--- src/rtl/uart_pkg.sv ---
// ----------------------------------------------------------------------------
// uart_pkg: shared constants and types for the memory-mapped UART TX. Rev 1.0
// ----------------------------------------------------------------------------
`default_nettype none

package uart_pkg;

  // Word offsets, decoded from addr[3:2]
  localparam logic [1:0] UART_TXDATA = 2'd0;
  localparam logic [1:0] UART_STATUS = 2'd1;
  localparam logic [1:0] UART_DIV    = 2'd2;

  localparam int ST_FULL      = 0;
  localparam int ST_EMPTY     = 1;
  localparam int ST_BUSY      = 2;
  localparam int ST_OVF       = 3;
  localparam int ST_COUNT_LSB = 8;

  localparam logic [15:0] UART_DEFAULT_DIV = 16'd434;

  typedef enum logic [1:0] {
    S_IDLE  = 2'd0,
    S_START = 2'd1,
    S_DATA  = 2'd2,
    S_STOP  = 2'd3
  } tx_state_e;

  // A programmed divisor of zero behaves as one clock per bit
  function automatic logic [15:0] eff_div(input logic [15:0] v);
    return (v == 16'd0) ? 16'd1 : v;
  endfunction

endpackage

`default_nettype wire

--- src/rtl/sync_fifo.sv ---
// ----------------------------------------------------------------------------
// sync_fifo: single-clock FIFO, power-of-two depth, first-word fall-through. Rev 1.0
// ----------------------------------------------------------------------------
`default_nettype none

module sync_fifo #(
  parameter int WIDTH = 8,
  parameter int DEPTH = 8,
  localparam int AW   = $clog2(DEPTH)
) (
  input  logic             clk,
  input  logic             rst,
  input  logic             push,
  input  logic [WIDTH-1:0] push_data,
  input  logic             pop,
  output logic             full,
  output logic             empty,
  output logic [AW:0]      count,
  output logic [WIDTH-1:0] head
);

  logic [WIDTH-1:0] mem [DEPTH];
  logic [AW-1:0]    wr_ptr;
  logic [AW-1:0]    rd_ptr;
  logic             do_push;
  logic             do_pop;

  assign full    = (count == (AW+1)'(DEPTH));
  assign empty   = (count == '0);
  // Full is judged on pre-edge state, so a push into a full FIFO is dropped
  // even when a pop happens in the same cycle.
  assign do_push = push && !full;
  assign do_pop  = pop && !empty;
  assign head    = mem[rd_ptr];

  always_ff @(posedge clk) begin
    if (rst) begin
      wr_ptr <= '0;
      rd_ptr <= '0;
      count  <= '0;
    end else begin
      if (do_push) wr_ptr <= wr_ptr + AW'(1);
      if (do_pop)  rd_ptr <= rd_ptr + AW'(1);
      case ({do_push, do_pop})
        2'b10:   count <= count + (AW+1)'(1);
        2'b01:   count <= count - (AW+1)'(1);
        default: count <= count;
      endcase
    end
  end

  always_ff @(posedge clk) begin
    if (do_push) mem[wr_ptr] <= push_data;
  end

endmodule

`default_nettype wire

--- src/rtl/uart_tx_mmio.sv ---
// ----------------------------------------------------------------------------
// uart_tx_mmio: memory-mapped 8N1 UART transmitter with TX FIFO. Rev 1.0
// ----------------------------------------------------------------------------
`default_nettype none

module uart_tx_mmio
  import uart_pkg::*;
#(
  parameter int          FIFO_DEPTH  = 8,
  parameter logic [15:0] DEFAULT_DIV = UART_DEFAULT_DIV
) (
  input  logic        clk,
  input  logic        rst,
  input  logic        en,
  input  logic [3:0]  addr,
  input  logic [31:0] d,
  input  logic [3:0]  we,
  output logic [31:0] q,
  output logic        tx
);

  localparam int CW = $clog2(FIFO_DEPTH) + 1;

  logic [1:0]    reg_sel;
  logic          push;
  logic          pop;
  logic          ovf_clr;
  logic          fifo_full;
  logic          fifo_empty;
  logic [CW-1:0] fifo_count;
  logic [7:0]    fifo_head;
  logic [15:0]   div;
  logic [15:0]   div_eff;
  logic          overflow;
  logic [31:0]   status;
  logic [31:0]   rd_data;
  logic          unused_bits;

  tx_state_e   state, state_next;
  logic [7:0]  shreg, shreg_next;
  logic [2:0]  bit_idx, bit_idx_next;
  logic [15:0] baud_cnt, baud_next;
  logic [15:0] frame_div, frame_div_next;
  logic        tx_next;
  logic        bit_end;

  assign reg_sel     = addr[3:2];
  assign push        = en && (reg_sel == UART_TXDATA) && we[0];
  assign ovf_clr     = en && (reg_sel == UART_STATUS) && we[0] && d[ST_OVF];
  assign div_eff     = eff_div(div);
  assign unused_bits = ^{addr[1:0], d[31:16]};

  sync_fifo #(
    .WIDTH (8),
    .DEPTH (FIFO_DEPTH)
  ) u_fifo (
    .clk       (clk),
    .rst       (rst),
    .push      (push),
    .push_data (d[7:0]),
    .pop       (pop),
    .full      (fifo_full),
    .empty     (fifo_empty),
    .count     (fifo_count),
    .head      (fifo_head)
  );

  always_comb begin
    status                      = '0;
    status[ST_FULL]             = fifo_full;
    status[ST_EMPTY]            = fifo_empty;
    status[ST_BUSY]             = (state != S_IDLE);
    status[ST_OVF]              = overflow;
    status[ST_COUNT_LSB +: 8]   = 8'(fifo_count);
  end

  always_comb begin
    rd_data = '0;
    case (reg_sel)
      UART_STATUS: rd_data = status;
      UART_DIV:    rd_data = {16'd0, div};
      default:     rd_data = '0;
    endcase
  end

  // Bus side: registered read data, divisor and sticky overflow
  always_ff @(posedge clk) begin
    if (rst) begin
      q        <= '0;
      div      <= DEFAULT_DIV;
      overflow <= 1'b0;
    end else begin
      if (en) begin
        q <= (we == 4'd0) ? rd_data : 32'd0;
        if (reg_sel == UART_DIV) begin
          if (we[0]) div[7:0]  <= d[7:0];
          if (we[1]) div[15:8] <= d[15:8];
        end
      end
      if (push && fifo_full) overflow <= 1'b1;
      else if (ovf_clr)      overflow <= 1'b0;
    end
  end

  always_ff @(posedge clk) begin
    if (rst) begin
      state     <= S_IDLE;
      shreg     <= '0;
      bit_idx   <= '0;
      baud_cnt  <= '0;
      frame_div <= 16'd1;
      tx        <= 1'b1;
    end else begin
      state     <= state_next;
      shreg     <= shreg_next;
      bit_idx   <= bit_idx_next;
      baud_cnt  <= baud_next;
      frame_div <= frame_div_next;
      tx        <= tx_next;
    end
  end

  assign bit_end = (baud_cnt == 16'd0);

  always_comb begin
    state_next     = state;
    shreg_next     = shreg;
    bit_idx_next   = bit_idx;
    baud_next      = baud_cnt;
    frame_div_next = frame_div;
    pop            = 1'b0;
    case (state)
      S_IDLE: begin
        if (!fifo_empty) begin
          pop            = 1'b1;
          state_next     = S_START;
          shreg_next     = fifo_head;
          frame_div_next = div_eff;
          baud_next      = div_eff - 16'd1;
        end
      end
      S_START: begin
        if (bit_end) begin
          state_next   = S_DATA;
          bit_idx_next = 3'd0;
          baud_next    = frame_div - 16'd1;
        end else begin
          baud_next = baud_cnt - 16'd1;
        end
      end
      S_DATA: begin
        if (bit_end) begin
          baud_next = frame_div - 16'd1;
          if (bit_idx == 3'd7) begin
            state_next = S_STOP;
          end else begin
            bit_idx_next = bit_idx + 3'd1;
            shreg_next   = shreg >> 1;
          end
        end else begin
          baud_next = baud_cnt - 16'd1;
        end
      end
      S_STOP: begin
        if (bit_end) begin
          // Chain straight into the next start bit when more data is queued
          if (!fifo_empty) begin
            pop            = 1'b1;
            state_next     = S_START;
            shreg_next     = fifo_head;
            frame_div_next = div_eff;
            baud_next      = div_eff - 16'd1;
          end else begin
            state_next = S_IDLE;
          end
        end else begin
          baud_next = baud_cnt - 16'd1;
        end
      end
      default: state_next = S_IDLE;
    endcase
  end

  always_comb begin
    tx_next = 1'b1;
    case (state_next)
      S_START: tx_next = 1'b0;
      S_DATA:  tx_next = shreg_next[0];
      default: tx_next = 1'b1;
    endcase
  end

endmodule

`default_nettype wire

--- config.mk ---
export PLATFORM = sky130hd
export DESIGN_NAME = uart_tx_mmio
export DESIGN_NICKNAME = d
export VERILOG_FILES = /design/src/rtl/uart_pkg.sv /design/src/rtl/sync_fifo.sv /design/src/rtl/uart_tx_mmio.sv
export SDC_FILE = /design/constraint.sdc
export NUM_CORES = 1
export LEC_CHECK = 0
export BUFFER_PORTS_ARGS = -buffer_cell sky130_fd_sc_hd__buf_2
export CORE_AREA = 5 5 133 135
export CTS_BUF_LIST = sky130_fd_sc_hd__clkbuf_8
export DETAILED_ROUTE_END_ITERATION = 7
export DIE_AREA = 0 0 138 140
export PLACE_DENSITY = 0.76
export SYNTH_ARGS = -nofsm -noshare
export SYNTH_HDL_FRONTEND = slang
export SYNTH_HIERARCHICAL = 1
export SYNTH_SLANG_ARGS = --single-unit
--- constraint.sdc ---
create_clock -name clk -period 6.72 [get_ports clk]
set_clock_uncertainty 0.15 [all_clocks]
set_input_delay 0.672 -clock clk [delete_from_list [all_inputs] [get_ports clk]]
set_output_delay 0.672 -clock clk [all_outputs]
set_load 0.01 [all_outputs]
# Word level (Yosys, flattened, before mapping)
# Memories as Yosys holds them, arrays and structs flattened. A register that Yosys moved wholly into a read port is not among the register bits.
# Cells that the tools add are included.
[classes]
n_mux = 37
n_reduce_logical = 28
n_eq_ne = 15
add_sub_neg = 8
[op_table]
columns = ["op", "n"]
rows = [
  ["two-way mux 16 bit", 6],
  ["case mux 16 bit (2 select lines)", 2],
  ["case mux 16 bit (3 select lines)", 1],
  ["subtractor 16 x 1 -> 16 bit (second input constant)", 3],
  ["logical NOT 16 bit", 2],
  ["two-way mux 32 bit", 1],
  ["two-way mux 8 bit", 4],
  ["case mux 8 bit (3 select lines)", 1],
  ["two-way mux 3 bit", 5],
  ["== test 2 bit (second input constant)", 5],
  ["two-way mux 2 bit", 5],
  ["nonzero test 2 bit", 5],
  ["adder 3 x 1 -> 3 bit (second input constant)", 3],
  ["== test 2 x 1 -> 1 bit (second input constant)", 4],
  ["logical AND 1 bit", 8],
  ["logical NOT 4 bit", 2],
  ["!= test 2 bit (second input constant)", 4],
  ["case mux 2 bit (4 select lines)", 1],
  ["case mux 4 bit (2 select lines)", 1],
  ["AND reduction 4 bit", 2],
  ["two-way mux 1 bit", 7],
  ["case mux 3 bit (2 select lines)", 1],
  ["AND reduction 3 bit", 2],
  ["adder 4 x 1 -> 4 bit (second input constant)", 1],
  ["9 further kinds", 12],
]
[totals]
n_memories = 1
word_cells = 103
ramBits = 64
input_bits = 43
ff_bits = 105
[mem_list]
columns = ["name", "words", "word_bits", "rd", "rd_clocked_by_memory_dff", "wr", "line_no", "text"]
rows = [
  ["u_fifo.mem", 8, 8, 1, 1, 1, "sync_fifo.sv:22", "logic [WIDTH-1:0] mem [DEPTH];"],
]

# Longest topological paths before layout
# Gate-level depths: netlist of run 1.
[logic_depth]
word_depth = 7
ltp_mapped = 15
depth_no_buf = 14

# Cells and area by module
# The synthesis of run 1 kept the hierarchy.
[modules_own_cells]
columns = ["mod", "seq_area_each_um2", "cells_each", "area_each_um2", "instances"]
rows = [
  ["uart_tx_mmio", 1581.5, 610, 4843.4, 1],
  ["sync_fifo", 2182.1, 167, 3126.7, 1],
]

# Least setup slack after synthesis of run 1
# OpenSTA, ideal clock, no wires.
[synth_path]
path_kind = "register -> register"
startpoint = "register u_fifo.count[1]"
endpoint = "register u_fifo.count[3]"
path_buffers = 4
t_arrival_ns = 3.064
stages_incl_launch_ff = 12
setup_slack_ns = 3.386
setup_time_ns = 0.121
period_less_slack_ns = 3.334
required_ns = 6.449
cell_sequence = "dfxtp_1 > buf_6 > nor4_1 > clkbuf_1 > buf_1 > clkbuf_1 > nor3_1 > o41a_1 > ha_1 > or3_1 > o32ai_1 > mux2_2"
[synth_via]
elab_chain_len = 7
elab_cells_between_ends = 15
cone_classes = "2 x add/sub; 3 x eq/ne; 4 x mux; 6 x reduce/logical"
[synth_rtl]
columns = ["item", "line_no", "text"]
rows = [
  ["from (decl)", "sync_fifo.sv:18", "output logic [AW:0] count,"],
  ["from (signal assigned)", "sync_fifo.sv:45", "2'b10: count <= count + (AW+1)'(1);"],
  ["from (signal assigned)", "sync_fifo.sv:46", "2'b01: count <= count - (AW+1)'(1);"],
  ["from (signal assigned)", "sync_fifo.sv:47", "default: count <= count;"],
  ["logical NOT 4 bit *", "sync_fifo.sv:29", "assign empty = (count == '0);"],
  ["net fifo_empty", "uart_tx_mmio.sv:29", "logic fifo_empty;"],
  ["two-way mux 1 bit *", "uart_tx_mmio.sv:134, uart_tx_mmio.sv:167", ""],
  ["two-way mux 1 bit", "uart_tx_mmio.sv:165", "if (bit_end) begin"],
  ["case mux 1 bit (2 select lines) *", "uart_tx_mmio.sv:132", "case (state)"],
  ["net pop", "uart_tx_mmio.sv:26", "logic pop;"],
  ["logical AND 1 bit *", "sync_fifo.sv:33", "assign do_pop = pop && !empty;"],
  ["net u_fifo.do_pop", "sync_fifo.sv:26", "logic do_pop;"],
  ["== test 2 x 1 -> 1 bit / == test 2 bit (equally long branches)", "sync_fifo.sv:44", "case ({do_push, do_pop})"],
  ["case mux 4 bit (2 select lines) / nonzero test 2 bit (equally long branches)", "--", ""],
]
# Mark *: on every way through the listed nets, which the timed path passes. The rest lies on a longest branch.
# A chain may end at the register's enable or synchronous reset.

# Worst setup path after layout of run 1
[layout_path]
startpoint = "register baud_cnt[0]"
endpoint = "register u_fifo.count[2]"
[layout_via]
elab_chain_len = 6
elab_cells_between_ends = 8
cone_classes = "2 x eq/ne; 3 x mux; 3 x reduce/logical"
[layout_rtl]
columns = ["item", "line_no", "text"]
rows = [
  ["from (decl)", "uart_tx_mmio.sv:42", "logic [15:0] baud_cnt, baud_next;"],
  ["from (signal assigned)", "uart_tx_mmio.sv:117", "baud_cnt <= baud_next;"],
  ["logical NOT 16 bit *", "uart_tx_mmio.sv:123", "assign bit_end = (baud_cnt == 16'd0);"],
  ["two-way mux 1 bit *", "uart_tx_mmio.sv:165", ""],
  ["case mux 1 bit (2 select lines) *", "uart_tx_mmio.sv:132", ""],
  ["net pop", "uart_tx_mmio.sv:26", ""],
  ["logical AND 1 bit *", "sync_fifo.sv:33", ""],
  ["net u_fifo.do_pop", "sync_fifo.sv:26", ""],
  ["== test 2 x 1 -> 1 bit / == test 2 bit (equally long branches)", "sync_fifo.sv:44", ""],
  ["case mux 4 bit (2 select lines) / nonzero test 2 bit (equally long branches)", "--", ""],
]
# Marked as above.

==> impl_metrics.ini, run 1 <==
[outcome]
status = complete, no violations

[yosys]
synth_top_area_cell = edfxtp_1
synth-seq-area-share_pct = 47.2
yosysMostFrequentCell = dfxtp_1
syn-cell-area_um2 = 7970
synth_top_area_share_pct = 24.1
ys_seq_elements = 156
synthAdderAreaFrac_pct = 2.98
async_reset_ff_share_pct = 0
synth_simple_gate_area_share_pct = 18.0
synth_cells = 777
synth.distinct_cells = 65
syn_area_per_cell_um2 = 10.3
synth_area_leaders = edfxtp_1 24%, dfxtp_1 23%, mux4_1 4.9%
synth_compound_area_share_pct = 12.9
synth_commonest_cells = 92 x dfxtp_1, 81 x nor2_1, 64 x edfxtp_1
yosysWarnings = 6
synth_mux_area_share_pct = 10.0
synth_ff_type = dfxtp_1
synth_top_family_by_area = simple AND/OR/NAND/NOR gates
synth_edf_count = 64
synth_xor_area_share_pct = 3.74

[worst_setup_path]
worst_r2r_endpoint = u_fifo/count[2]
crit_path_start = baud_cnt[0]
start_kind = register
critical_path_class = register to register
rrSetupSlack_ns = 2.82
reg2reg_depth = 15
worst_ep_arrival_time_ns = 4.13
worstSetupEndpoint = u_fifo/count[2]
critPathMaxFanout = 11
cp.required_ns = 6.95
rr_startpoint = baud_cnt[0]
critPathCaptureType = register

[global_route]
grt_pass1_wl_mm = 29.2
grt_max_degree = 50
antenna_found_initial = 0
grtUsageTotal_pct = 18.6
grt-ovfl-total = 0
grt_pass1_vias = 5456

[sta]
finalMaxSlewViolations = 0
rsz0062_at_grt = no
setup-violations-final = 0
worst_slack_ns = 2.82
hold_viol = 0
max_slew.worst_pin.slew_ns = 1.18
tns_ns = 0
post-route-min-period_ns = 3.90
period_share_pct = 58.1
max_clock_freq_mhz = 256
slew_headroom_pct = 20.1

[drt]
drt-initial-drc-count = 506
wl_mm = 18.2
drc = 0
first_pass_iters = 6
dr_total_vias = 5998
viasPerCell = 5.83
wl_per_cell_um = 17.7
ant_nets = 0

[place]
gp_congestion = 0.970
io_buffers = 41
post-place-ws_ns = 2.95
hpwl_mm = 12.5

[worst_hold_path]
min_path_type = primary input to register

[floorplanning]
io_pins = 76
initial_core_util_pct = 48.8
dieHeight_um = 140
dieArea_um2 = 19300
rows = 47
dieWidth_um = 138
coreArea_um2 = 16300

[clock_tree]
clk_path_buf_depth = 2
cts_resized = 0
cts_setup_buffers = 0
cts-root-buf = clkbuf_8
htreeDepth = 4
cts_made_buffers = 17
cts_tree = built
cts.sinks = 156
clk_latency_ns = 0.45
ctsHoldBuffers = 0
clk_pin_slew_ns = 0.09

[cells_and_area]
fin_nets = 857
diodes = 0
drive_above_1_share_pct = 12.5
areaGrowthSynthToFinish_pct = 8.67

[power_and_ir_drop]
leakagePower_nw = 3.32
ir_drop_mv = 0.137
pwr_density_cell_nw_per_um2 = 230

[run]
drv_cap = 0
-- registers in the layout, summed over array words and instances (netlist names), named ones only --
name,flops
shreg,8
overflow,1
q,16
state,2
div,16
baud_cnt,16
bit_idx,3
u_fifo/rd_ptr,3
u_fifo/wr_ptr,3
frame_div,16
u_fifo/mem,64
u_fifo/count,4
tx,1
-- cell usage in the layout (no fill, tap or decap), drive strengths merged, types with 19 or more instances in the layout --
| cell type | instances |
|---|---|
| dfxtp | 92 |
| nor2 | 81 |
| edfxtp | 64 |
| nand2 | 56 |
| buf | 48 |
| a21oi | 47 |
| mux2i | 27 |
| nor2b | 27 |
| inv | 24 |
| a22o | 21 |
| nor4 | 20 |
| ha | 19 |
| o21ai | 19 |
-- metal layers --
metal	track usage, %	vias to the layer above	wire length, µm
li1	-	2888	-
met1	25.7	2859	8230
met2	29.8	231	8530
met3	3.78	20	1170
met4	5.51	0	238
met5	0	-	0
-- power breakdown --
part | switching [W] | total (W) | internal [W] | leakage, nW
clock network | 0.000365 | 0.000777 | 0.000412 | 0.226
registers | 0.0000190 | 0.00101 | 0.000995 | 1.32
logic | 0.000127 | 0.000198 | 0.0000715 | 1.77
total | 0.000510 | 0.00199 | 0.00148 | 3.32
-- worst max-delay path: stages (launching register included) --
cell	delay, ns
dfxtp_1	0.35
inv_1	0.09
ha_1	0.19
nor3b_1	0.20
buf_4	0.21
and3_1	0.26
a21oi_1	0.23
nor3_1	0.45
o41a_1	0.38
ha_1	0.30
xor2_1	0.17
ha_1	0.16
a21oi_1	0.05
xor2_1	0.16
or3_1	0.32
a21oi_1	0.16
-- kinds of logic (layout without fill, tap and decap cells) --
group / after synthesis / after routing
compound gates: 152 / 152
xor+xnor: 34 / 34
fa+ha+maj: 19 / 19
buf+inv: 81 / 97
flops: 156 / 156
mux: 53 / 53
other cells: 1 / 16
simple gates: 281 / 281
-- metrics by stage --
stage | instances | cell area [µm²] | power (W) | utilization (%) | hold slack [ns]
6_report | 1028 | 8660 | 0.00199 | 53.0 | 0.291
5_1_grt | 1028 | 8660 | 0.00207 | 53.0 | 0.282
4_1_cts | 1028 | 8660 | 0.00200 | 53.0 | 0.265
3_5_place_dp | 996 | 8220 | 0.00123 | 50.3 | 0.301
3_3_place_gp | 996 | 8220 | 0.00123 | 50.3 | 0.293
2_1_floorplan | 792 | 8030 | 0.00118 | - | 0.286
-- worst min path at each step --
stage,start,to,slack [ns],depth (start not counted)
floorplan,bit_idx[1],bit_idx[1],0.29,2
global route,d[11],div[11],0.28,3
global placement,bit_idx[1],bit_idx[1],0.29,2
finish,d[8],div[8],0.29,3
detailed placement,bit_idx[2],bit_idx[2],0.30,2
CTS,d[8],div[8],0.26,3
-- cell type report --
class / count / area (µm²)
flip-flops and latches: 156 / 3760
well taps: 220 / 275
multi-input cells: 555 / 3860
clock buffers: 17 / 234
repair buffers: 48 / 258
clock inverters: 15 / 208
fillers: 1437 / 7690
inverters: 17 / 63.8
Power figures use the tool's default switching activity.
==> inputs of run 2 (changes only) <==
- ABC_AREA: default -> 1
- PLACE_DENSITY: 0.76 -> 0.79
- clock period: 6.72 -> 3.3 ns (I/O delays scaled with it)
==> impl_metrics.ini, run 2 <==
[outcome]
status = complete, no violations

[drt]
viasPerCell = 5.37
drc = 0
ant_nets = 0
wl_mm = 18.8
first_pass_iters = 5
wl_per_cell_um = 14.8
drt-initial-drc-count = 480
dr_total_vias = 6812

[worst_setup_path]
critPathCaptureType = register
rrSetupSlack_ns = 0.29
worst_r2r_endpoint = u_fifo/count[2]
cp.required_ns = 3.51
rr_startpoint = baud_cnt[0]
critPathMaxFanout = 6
worstSetupEndpoint = u_fifo/count[2]
start_kind = register
reg2reg_depth = 19
worst_ep_arrival_time_ns = 3.22
critical_path_class = register to register
crit_path_start = baud_cnt[0]

[yosys]
synth_commonest_cells = 189 x nand2_1, 126 x nor2_1, 92 x dfxtp_1
synth_cells = 991
synth-seq-area-share_pct = 46.8
syn-cell-area_um2 = 8040
synth_top_area_cell = edfxtp_1
ys_seq_elements = 156
synth_ff_type = dfxtp_1
synth_edf_count = 64
yosysMostFrequentCell = nand2_1
yosysWarnings = 6
synth.distinct_cells = 49
async_reset_ff_share_pct = 0
synth_top_area_share_pct = 23.9
synth_area_leaders = edfxtp_1 24%, dfxtp_1 23%, nand2_1 8.8%
syn_area_per_cell_um2 = 8.11

[floorplanning]
coreArea_um2 = 16300
rows = 47
initial_core_util_pct = 49.2
dieWidth_um = 138
dieArea_um2 = 19300
dieHeight_um = 140
io_pins = 76

[power_and_ir_drop]
p_clk_share_pct = 19.6
leakagePower_nw = 3.57
ir_drop_mv = 0.387
p_int_w = 0.00398
seqPwrFrac_pct = 34.9
pwr_density_cell_nw_per_um2 = 815
p_sw_w = 0.00319
netSwitchingFraction_pct = 44.5
pwr-share-comb_pct = 45.5

[global_route]
grt_pass1_vias = 6470
grt_pass1_wl_mm = 31.5
gr-usage-met2_pct = 32.1
antenna_found_initial = 0
grtUsageTotal_pct = 19.5
grt_max_degree = 59
use_met1_pct = 25.7
grt-ovfl-total = 0
gr-usage-met3_pct = 3.78
grt.busiest_layer = met2

[cells_and_area]
multi_input_area_um2 = 3660
final_common_cell = nand2_1
regArea_um2 = 3760
final_cell_mix = 189 x nand2_1, 125 x nor2_1, 92 x dfxtp_1, 88 x o21ai_0, 88 x a21oi_1
final_util_pct = 53.8
top_register = u_fifo/mem
drive_above_1_share_pct = 11.7
largest_register_ffs = 64
fin_nets = 1097
diodes = 0
areaGrowthSynthToFinish_pct = 9.46
finalNonFillerCells = 1268
fillCellCount = 1544

[clock_tree]
cts_made_buffers = 17
cts-root-buf = clkbuf_8
clk_latency_ns = 0.46
clk_pin_slew_ns = 0.10
clk_path_buf_depth = 2
cts_tree = built
htreeDepth = 4
cts.sinks = 156

[place]
io_buffers = 41
gp_congestion = 0.913
hpwl_mm = 13.2
place_inst = 1229
post-place-ws_ns = 0.125

[worst_hold_path]
min_path_cells = 3
min_path_type = primary input to register

[sta]
worst_slack_ns = 0.287
period_share_pct = 91.3
max_slew.worst_pin.slew_ns = 0.860
hold_viol = 0
fin_hold_ws_ns = 0.0273
tns_ns = 0
max_clock_freq_mhz = 332
post-route-min-period_ns = 3.01
finalMaxSlewViolations = 0
slew_headroom_pct = 42.4
setup-violations-final = 0

[run]
drv_cap = 0
run 2: cell count changes after synthesis, sizes merged, moves of 20 or more:
cell	previous run	this run
nand2	56	195
o21ai	19	104
inv	17	93
nor2	81	136
a21oi	47	89
nand3	15	43
nor2b	27	0
a22o	21	0
nor4	20	0
run 2: how the worst min path moves through the flow:
stage                     slack (ns)          endpoint  startpoint
final                           0.03           div[15]       d[15]
after global routing            0.02  u_fifo/mem[3][7]        d[7]
after CTS                      0.004            div[9]        d[9]
after detailed placement        0.31              q[9]        q[9]
after global placement          0.30          overflow    overflow
after floorplan                 0.28  u_fifo/mem[0][0]        d[0]
run 2: critical path, stage by stage, from the launching register on:
cell     delay (ns)
dfxtp_1        0.34
inv_1          0.07
ha_1           0.22
nand2_2        0.13
nor2_8         0.12
nand4_1        0.11
nor2_2         0.14
nor2_1         0.08
nor3_2         0.29
nand2_2        0.15
inv_1          0.12
ha_1           0.21
nand2_1        0.07
inv_1          0.07
nor2_1         0.05
ha_1           0.17
a21oi_1        0.14
xnor2_1        0.08
o21ai_0        0.15
inv_1          0.06
run 2: cell type report:
cell class	instances	share of cell area (%)
inverters	94	4.02
repair buffers	59	3.98
clock buffers	18	2.82
flip-flops and latches	156	42.8
well taps	220	3.13
clock inverters	14	1.71
multi-input cells	707	41.6
run 2: logic make-up (layout without fill, tap and decap cells):
family,after synthesis,in the layout,share of synthesized area (%)
simple gates,402,402,21.8
compound gates,232,232,15.6
flops,156,156,46.8
buf+inv,143,185,8.47
xor+xnor,23,23,2.51
fa+ha+maj,19,19,2.96
mux,15,15,1.87
other cells,1,16,0.0466
run 2: through the flow:
stage / instance area [µm²] / total power [W]
CTS: 8770 / 0.00705
floorplan: 8100 / 0.00502
detailed placement: 8330 / 0.00564
global route: 8800 / 0.00770
finish: 8800 / 0.00717
global placement: 8330 / 0.00559
run 2: power groups by stage:
stage	registers [W]	clock network [W]	logic [W]
2_1_floorplan	0.00248	0	0.00254
5_1_grt	0.00254	0.00151	0.00364
3_5_place_dp	0.00254	0	0.00310
3_3_place_gp	0.00253	0	0.00306
4_1_cts	0.00250	0.00142	0.00313
6_report	0.00250	0.00140	0.00326
run 2: metal layers:
| metal | vias up | part of all wire, % |
|---|---|---|
| met5 | - | 0 |
| met4 | 0 | 2.6 |
| met3 | 44 | 6.8 |
| met2 | 260 | 47 |
| met1 | 3124 | 43 |
| li1 | 3384 | - |
run 2: timing repair:
action,in CTS,in global routing
hold buffers,4,0
endpoints found under the setup margin,0,1
setup buffers,0,3
gates resized for setup,0,2
hold endpoints to repair,4,0
==> inputs of run 3 (changes only) <==
==> constraint.sdc (replaced) <==
create_clock -name clk -period 3.3 [get_ports clk]
set_clock_uncertainty 0.15 [all_clocks]
set_input_delay 0 -clock clk [delete_from_list [all_inputs] [get_ports clk]]
set_output_delay 0 -clock clk [all_outputs]
set_load 0.01 [all_outputs]
==> impl_metrics.ini, run 3 (synthesis gave the netlist of run 2 again) <==
[outcome]
status = complete, no violations

[sta]
hold_viol = 0
max_slew.worst_pin.slew_ns = 0.847
rsz0062_at_grt = no
setup-violations-final = 0
tns_ns = 0
period_share_pct = 91.6
slew_headroom_pct = 43.4
post-route-min-period_ns = 3.02
finalMaxSlewViolations = 0
max_clock_freq_mhz = 331

[worst_setup_path]
start_kind = register
critical_path_class = register to register
critPathMaxFanout = 9
cp.required_ns = 3.52
worst_ep_arrival_time_ns = 3.24
path_cells = inv_1, ha_1, nand2_2, nor2_8, nand4_1, nor2_1, nor2_1, nor3_2, nand2_2, inv_1, ha_1, nand2_1, inv_1, nor2_1, ha_1, a21oi_1, xnor2_1, o21ai_0, inv_1
critPathCaptureType = register
critPathMaxStageDelay_ns = 0.33
cpMaxStageDelayCell = dfxtp_1
crit_top_cell = inv_1

[power_and_ir_drop]
netSwitchingFraction_pct = 43.4
seqPwrFrac_pct = 35.3
p_clk_share_pct = 19.7
pwr_density_cell_nw_per_um2 = 790
leakagePower_nw = 3.64
p_sw_w = 0.00308
p_int_w = 0.00401
ir_drop_mv = 0.452
pwr-share-comb_pct = 44.9

[clock_tree]
clk_latency_ns = 0.47
clk_pin_slew_ns = 0.09
cts-root-buf = clkbuf_8
cts_setup_buffers = 0
htreeDepth = 4
clk_path_buf_depth = 2
cts_tree = built
cts_made_buffers = 17
cts.sinks = 156

[floorplanning]
dieHeight_um = 140
dieWidth_um = 138
dieArea_um2 = 19300
rows = 47
io_pins = 76
coreArea_um2 = 16300
initial_core_util_pct = 49.2

[place]
hpwl_mm = 12.9
gp_congestion = 0.907
io_buffers = 41

[drt]
dr_total_vias = 6859
viasPerCell = 5.33
wl_per_cell_um = 14.6
ant_nets = 0
drt-initial-drc-count = 585
first_pass_iters = 6
wl_mm = 18.8
drc = 0

[worst_hold_path]
min_path_type = primary input to register

[cells_and_area]
fillCellCount = 1452
final_cell_mix = 189 x nand2_1, 126 x nor2_1, 92 x dfxtp_1, 90 x inv_1
top_register = u_fifo/mem
areaGrowthSynthToFinish_pct = 11.6
final_common_cell = nand2_1
fin_nets = 1115
diodes = 0
final_util_pct = 54.9
drive_above_1_share_pct = 10.8
largest_register_ffs = 64

[global_route]
grtUsageTotal_pct = 19.3
antenna_found_initial = 0
grt-ovfl-total = 0
grt_pass1_vias = 6268
grt_pass1_wl_mm = 30.7
grt_max_degree = 59

[run]
drv_cap = 0
run 3: changes by cell type in the layout (fill, tap and decap cells not counted):
cell	previous run	this run
clkinv_4	1	2
clkinv_8	3	0
nor2_1	125	126
inv_1	87	90
buf_4	14	10
inv_4	0	1
clkbuf_8	18	17
clkinv_2	1	3
inv_6	5	2
bufinv_16	0	2
inv_8	3	1
dlygate4sd3_1	4	26
nor2_2	8	7
run 3: area by class of cell:
cell class                 instances  area, µm²  share of cell area [%]
clock buffer                      17        234                    2.61
clock inverter                    15        149                    1.66
inverter                          94        354                    3.95
multi-input combinational        707       3660                    40.7
sequential                       156       3760                    41.9
tap                              220        275                    3.07
timing repair buffer              77        541                    6.02
run 3: power by group through the flow:
| stage | clock network [W] | registers (W) | logic (W) |
|---|---|---|---|
| floorplan | 0 | 0.00248 | 0.00254 |
| global placement | 0 | 0.00253 | 0.00308 |
| detailed placement | 0 | 0.00254 | 0.00310 |
| CTS | 0.00141 | 0.00250 | 0.00314 |
| global route | 0.00150 | 0.00254 | 0.00357 |
| finish | 0.00140 | 0.00251 | 0.00319 |
run 3: through the flow:
step	instance area [µm²]	hold slack, ns	setup WS, ns	power, W	std cells
finish	8970	0.0376	0.277	0.00709	1286
floorplan	8100	-0.0511	0.594	0.00502	1006
global placement	8320	0.0842	0.207	0.00560	1228
CTS	8970	0.00757	0.192	0.00705	1286
detailed placement	8320	0.0753	0.226	0.00563	1228
global route	8970	0.0543	0.0405	0.00761	1286
run 3: final timing paths:
check	startpoint	end	slack (ns)	cells after the start
setup reg to reg	baud_cnt[0]	u_fifo/count[2]	0.28	19
setup / recovery	baud_cnt[0]	u_fifo/count[2]	0.28	19
hold reg to reg	q[10]	q[10]	0.32	2
hold / removal	we[1]	div[12]	0.04	5
run 3: layer usage:
metal,global-route usage [%],vias up,part of all wire (%)
met4,6.29,0,1.4
met3,3.58,20,7.6
met5,0,-,0
met1,25.6,3136,44
li1,-,3418,-
met2,31.9,285,47
run 3: critical path: cells and delay by family (launching register included):
family	cells	cell delay, ns
AO/OA/AOI/OAI	2	0.29
XOR/XNOR	1	0.09
adder cells (fa/ha/maj)	3	0.58
buffers and inverters	4	0.31
flip-flops	1	0.33
AND/OR/NAND/NOR	9	1.15
run 3: what timing repair did:
item | 4_1_cts | 5_1_grt
hold endpoints to repair | 102 | 0
endpoints found under the setup margin | 0 | 1
gates resized for setup | 0 | 1
hold buffers | 26 | 0
